$ cat src/rtl/gray_counter_pkg.sv
// Shared constants and helpers for the Gray-code LED counter controller.
package gray_counter_pkg;

    localparam int BTN_STEP = 0;
    localparam int BTN_MODE = 1;
    localparam int BTN_CLR  = 2;
    localparam int BTN_DIR  = 3;
    localparam int BTN_N    = 4;

    localparam logic DIR_UP   = 1'b0;
    localparam logic DIR_DOWN = 1'b1;

    function automatic logic [31:0] bin2gray(input logic [31:0] bin);
        return bin ^ (bin >> 1);
    endfunction

endpackage

$ cat src/rtl/btn_debounce.sv
// Two-flop synchroniser followed by a stability-counter debouncer with a
// one-cycle registered pulse on each debounced press.
module btn_debounce #(
    parameter int DB_BITS = 16
) (
    input  logic CLK,
    input  logic RST,
    input  logic PB,
    output logic PB_state,
    output logic PB_press
);

    logic               sync1_reg;
    logic               sync2_reg;
    logic               state_reg;
    logic               press_reg;
    logic [DB_BITS-1:0] dcnt_reg;
    logic               differ;
    logic               settled;

    assign differ  = (sync2_reg != state_reg);
    assign settled = &dcnt_reg;

    // Any sample that agrees with the current state restarts the stability count.
    always_ff @(posedge CLK) begin
        if (RST) begin
            sync1_reg <= 1'b0;
            sync2_reg <= 1'b0;
            state_reg <= 1'b0;
            press_reg <= 1'b0;
            dcnt_reg  <= '0;
        end else begin
            sync1_reg <= PB;
            sync2_reg <= sync1_reg;
            press_reg <= 1'b0;
            if (!differ) begin
                dcnt_reg <= '0;
            end else if (settled) begin
                state_reg <= sync2_reg;
                press_reg <= sync2_reg;
                dcnt_reg  <= '0;
            end else begin
                dcnt_reg <= dcnt_reg + DB_BITS'(1);
            end
        end
    end

    assign PB_state = state_reg;
    assign PB_press = press_reg;

endmodule

$ cat src/rtl/gray_counter_ctl.sv
// Gray-coded LED counter with auto (prescaler) or manual (debounced step)
// advance, up/down direction, synchronous clear and an activity indicator.
module gray_counter_ctl #(
    parameter int WIDTH    = 10,
    parameter int DIV_BITS = 23,
    parameter int DB_BITS  = 16,
    parameter int ACT_N    = 3,
    parameter int ACT_LOW  = 1
) (
    input  logic             CLK,
    input  logic             RST,
    input  logic [3:0]       BTTN,
    output logic [WIDTH-1:0] LEDS,
    output logic [ACT_N-1:0] ACT_LED,
    output logic             DIR,
    output logic             MODE
);

    import gray_counter_pkg::*;

    logic [BTN_N-1:0]    btn_state;
    logic [BTN_N-1:0]    btn_press;
    logic [DIV_BITS-1:0] div_reg;
    logic [ACT_N-1:0]    act_reg;
    logic [ACT_N-1:0]    act_rev;
    logic [WIDTH-1:0]    cnt_reg;
    logic [WIDTH-1:0]    cnt_next;
    logic                dir_reg;
    logic                tick;
    logic                en;
    logic                unused_btn;

    for (genvar gi = 0; gi < BTN_N; gi++) begin : g_btn
        btn_debounce #(
            .DB_BITS (DB_BITS)
        ) u_debounce (
            .CLK      (CLK),
            .RST      (RST),
            .PB       (BTTN[gi]),
            .PB_state (btn_state[gi]),
            .PB_press (btn_press[gi])
        );
    end

    // Step and direction act on edges only; mode and clear act on levels.
    assign unused_btn = ^{btn_state[BTN_STEP], btn_state[BTN_DIR],
                          btn_press[BTN_MODE], btn_press[BTN_CLR]};

    assign tick = &div_reg;
    assign en   = btn_state[BTN_MODE] ? btn_press[BTN_STEP] : tick;

    always_comb begin
        cnt_next = cnt_reg;
        if (btn_state[BTN_CLR]) begin
            cnt_next = '0;
        end else if (en) begin
            cnt_next = (dir_reg == DIR_DOWN) ? cnt_reg - WIDTH'(1) : cnt_reg + WIDTH'(1);
        end
    end

    // A direction toggle in the same cycle as a count affects only later counts.
    always_ff @(posedge CLK) begin
        if (RST) begin
            div_reg <= '0;
            act_reg <= '0;
            cnt_reg <= '0;
            dir_reg <= DIR_UP;
        end else begin
            div_reg <= div_reg + DIV_BITS'(1);
            cnt_reg <= cnt_next;
            if (tick) begin
                act_reg <= act_reg + ACT_N'(1);
            end
            if (btn_press[BTN_DIR]) begin
                dir_reg <= ~dir_reg;
            end
        end
    end

    for (genvar gi = 0; gi < ACT_N; gi++) begin : g_act_rev
        assign act_rev[gi] = act_reg[ACT_N-1-gi];
    end

    assign ACT_LED = (ACT_LOW != 0) ? ~act_rev : act_rev;
    assign LEDS    = WIDTH'(bin2gray(32'(cnt_reg)));
    assign DIR     = dir_reg;
    assign MODE    = btn_state[BTN_MODE];

endmodule

$ cat config.mk
export PLATFORM = sky130hd
export DESIGN_NAME = gray_counter_ctl
export DESIGN_NICKNAME = d
export VERILOG_FILES = /design/src/rtl/gray_counter_pkg.sv /design/src/rtl/btn_debounce.sv /design/src/rtl/gray_counter_ctl.sv
export SDC_FILE = /design/constraint.sdc
export NUM_CORES = 1
export LEC_CHECK = 0
export CAP_MARGIN = 10
export CORE_MARGIN = 2
export CORE_UTILIZATION = 35
export DETAILED_ROUTE_END_ITERATION = 12
export PLACE_DENSITY = 0.61
export SLEW_MARGIN = 5
export SYNTH_ARGS = -nofsm -noshare
export SYNTH_HDL_FRONTEND = slang
export SYNTH_SLANG_ARGS = --single-unit
$ cat constraint.sdc
create_clock -name CLK -period 2.1 [get_ports CLK]
set_input_delay 0.315 -clock CLK [delete_from_list [all_inputs] [get_ports CLK]]
set_output_delay 0.315 -clock CLK [all_outputs]
set_load 0.01 [all_outputs]
==> flow_summary.toml <==
[cells_and_area]
largest_register_ffs = 64
final_nets = 622
fin_cells = 794
area_growth_pct = 21.69
final_area_um2 = 6156
drive_gt1_share_pct = 10.91
n_antenna_cell = 0

[clock_network]
cts_num_sinks = 115
post_cts_buffers = 0
clk_latency_ns = 0.41
cts_made_buffers = 17
clk_pin_slew_ns = 0.06
cts_tree = "yes"
clock_path_buffers = 2
cts_root_buffer = "clkbuf_16"
h-tree-depth = 4

[yosys]
synth_edf_count = 0
syn_inst = 553
synth_flop_cell = "dfxtp_1"
synth_cell_types = 41
synth-seq-area-share_pct = 45.51
async_flop_share_pct = 0
yosysTopAreaCell = "dfxtp_1"
ys_ff_latch = 115
synth_nets = 574
syn_avg_cell_area_um2 = 9.148
yosys_warnings = 0
syn_area_um2 = 5059
synth_top_cell_area_share_pct = 45.51
synth.area.top_cells = "dfxtp_1 (46%), xor2_1 (9.2%), nor2_1 (8.2%)"

[detailed_routing]
post_drt_wl_per_cell_um = 10.78
first_pass_iters = 4
viasPerCell = 4.700
vias = 3732
drt_wl_total_mm = 8.556
remaining_drc_errors = 0
drt_iter0_drc = 186
ant_nets = 0

[global_route]
first_global_vias = 3708
track_usage_pct = 12.20
grt_pass1_wl_mm = 15.77
gr-total-overflow = 0
grt_max_degree = 22
antenna_found_initial = 0

[sta]
fin_setup_tns_ns = 0
slew_viol_final = 0
hold_ws_ns = 0.4345
fin_crit_ns = 2.016
finalCritPeriodShare_pct = 96.01
final_hold_viol_count = 0
skew_ns = 0.009099
setup_violations = 0
worstMarginPinSlew_ns = 0.5380
fmax_ghz = 0.4960
relSlewSlack_pct = 63.86

[power_and_ir_drop]
p_comb_share_pct = 1.3
leakagePower_nw = 2.286
p_switching_mw = 1.035
p_int_mw = 3.878
cellPowerDensity_nw_per_um2 = 798.0
p_clk_share_pct = 53.8
ir_drop_mv = 0.6012
p_seq_share_pct = 44.9
switching_share_pct = 21.07

[setup_path]
crit_path_cell_trace = "buf_4, ha_1, nor4_1, o21ai_0, a41oi_2, xnor2_1, nand2_1, mux2_4"
crit_fanout = 7
crit_arrival_ns = 2.32
cp.required_ns = 2.40
slowest_stage = "dfxtp_4"
end_kind = "register"
cpPeakStageDelay_ns = 0.37
startpoint_type = "register"
path_class = "register to register"

[floorplanning]
ioPinCount = 21
rows = 43
core_region_area_um2 = 13990
die_area_um2 = 15430
die_h_um = 124.2
start_util_pct = 36.16
fp.dieW_um = 124.2

[placement]
dp_hpwl_mm = 6.145
port_buffers = 20
dp_cells = 762
dpl_cell_area_um2 = 5582
gp_congestion = 0.8010

[job]
drv_cap = 0

[worst_hold_path]
hold_class = "register to register"

[status]
status = "completed"
[cell usage after synthesis (all sizes together) (9+ instances only)]
| cell type | n |
|---|---|
| dfxtp | 115 |
| nor2 | 113 |
| xor2 | 53 |
| xnor2 | 40 |
| nand3 | 36 |
| nand2 | 28 |
| ha | 14 |
| inv | 14 |
| nand4 | 14 |
| nor2b | 14 |
| a21oi | 12 |
| o21ai | 12 |
| mux2i | 10 |
| clkbuf | 9 |
| or3 | 9 |
[path summary, 6_finish.rpt]
path,start,endpoint,slack (ns),cells past startpoint
max,DIR$_SDFFE_PP0P_,cnt_reg[9]$_SDFFE_PP0P_,0.08,8
min,g_btn[1].u_debounce.sync1_reg$_SDFF_PP0_,g_btn[1].u_debounce.sync2_reg$_SDFF_PP0_,0.43,1
max reg2reg,DIR$_SDFFE_PP0P_,cnt_reg[9]$_SDFFE_PP0P_,0.08,8
min reg2reg,g_btn[1].u_debounce.sync1_reg$_SDFF_PP0_,g_btn[1].u_debounce.sync2_reg$_SDFF_PP0_,0.43,1
[what timing repair did]
item / CTS / global route
hold buffers: 0 / 0
resized for setup: 0 / 4
endpoints found under the setup margin: 0 / 11
[power by group through the flow]
stage	logic (mW)	clock network, mW	registers [mW]
after floorplan	0.0413	0	2.25
after global placement	0.0619	0	2.25
after detailed placement	0.0629	0	2.25
after CTS	0.0634	2.72	2.21
after global routing	0.0708	2.83	2.21
final	0.0621	2.64	2.21
[worst max-delay path, delay by kind of cell (launching register included)]
kind / cells / cell delay [ns]
and+or+nand+nor: 2 / 0.32
adders and majority gates: 1 / 0.25
DFF: 1 / 0.37
xor gates and xnor gates: 1 / 0.14
muxes: 1 / 0.30
buffers and inverters: 1 / 0.17
AOI/OAI and AO/OA: 2 / 0.37
[metal layers]
layer / GRT usage, % / vias to the layer above / routed length [µm] / part of all wire (%)
met5: 0 / - / 0 / 0
met3: 4.346 / 14 / 353 / 4.1
met2: 19.61 / 45 / 3854 / 45
met4: 5.486 / 0 / 138 / 1.6
li1: - / 1943 / - / -
met1: 14.64 / 1730 / 4210 / 49
[stage by stage]
| stage | util [%] | total power, mW | setup slack (ns) |
|---|---|---|---|
| finish | 44.01 | 4.912 | 0.08387 |
| global route | 44.01 | 5.103 | -0.001658 |
| CTS | 43.87 | 4.994 | 0.008401 |
| detailed placement | 39.90 | 2.316 | 0.005559 |
| global placement | 39.90 | 2.314 | 0.009231 |
| floorplan | - | 2.293 | 0.07346 |
[final cells by class]
cell class,count,area (µm²)
tap,180,225.2
clock inverter,12,108.9
fill,1350,7833
multi-input combinational,412,2659
timing repair buffer,41,357.8
clock buffer,20,446.7
sequential,115,2306
inverter,14,52.55
[cell usage in the layout, fill, tap and decap left out, types with 2 or more instances in the layout]
master and instances:
dfxtp_1 114, mux2i_1 10, nand2b_1 6, and2_1 2, xor2_1 53, clkbuf_16 17, clkinv_2 4, and3_1 7
nand2_1 28, clkinvlp_4 2, nor4_1 3, a21o_1 6, inv_1 14, nor2_2 2, or2_2 2, ha_1 14
a21oi_1 12, o21ai_0 11, and4_1 8, nor2_1 111, o21bai_1 2, clkinv_4 4, xnor2_1 40, clkdlybuf4s50_1 20
nand4_1 13, clkbuf_1 2, nand3_1 36, or3_1 9, a211oi_2 4, nor2b_1 14, buf_4 21, nor3_1 7
[cell families (layout without fill, tap and decap cells)]
group,count (synthesis),in the layout,share of synthesized area [%]
AND/OR/NAND/NOR,253,253,24.68
buffers and inverters,26,87,2.251
multiplexers,11,11,2.276
adder cells (fa/ha/maj),15,15,3.859
flip-flops,115,115,45.51
AO/OA/AOI/OAI,40,40,5.318
XOR/XNOR,93,93,16.10
Power figures use the tool's default switching activity.
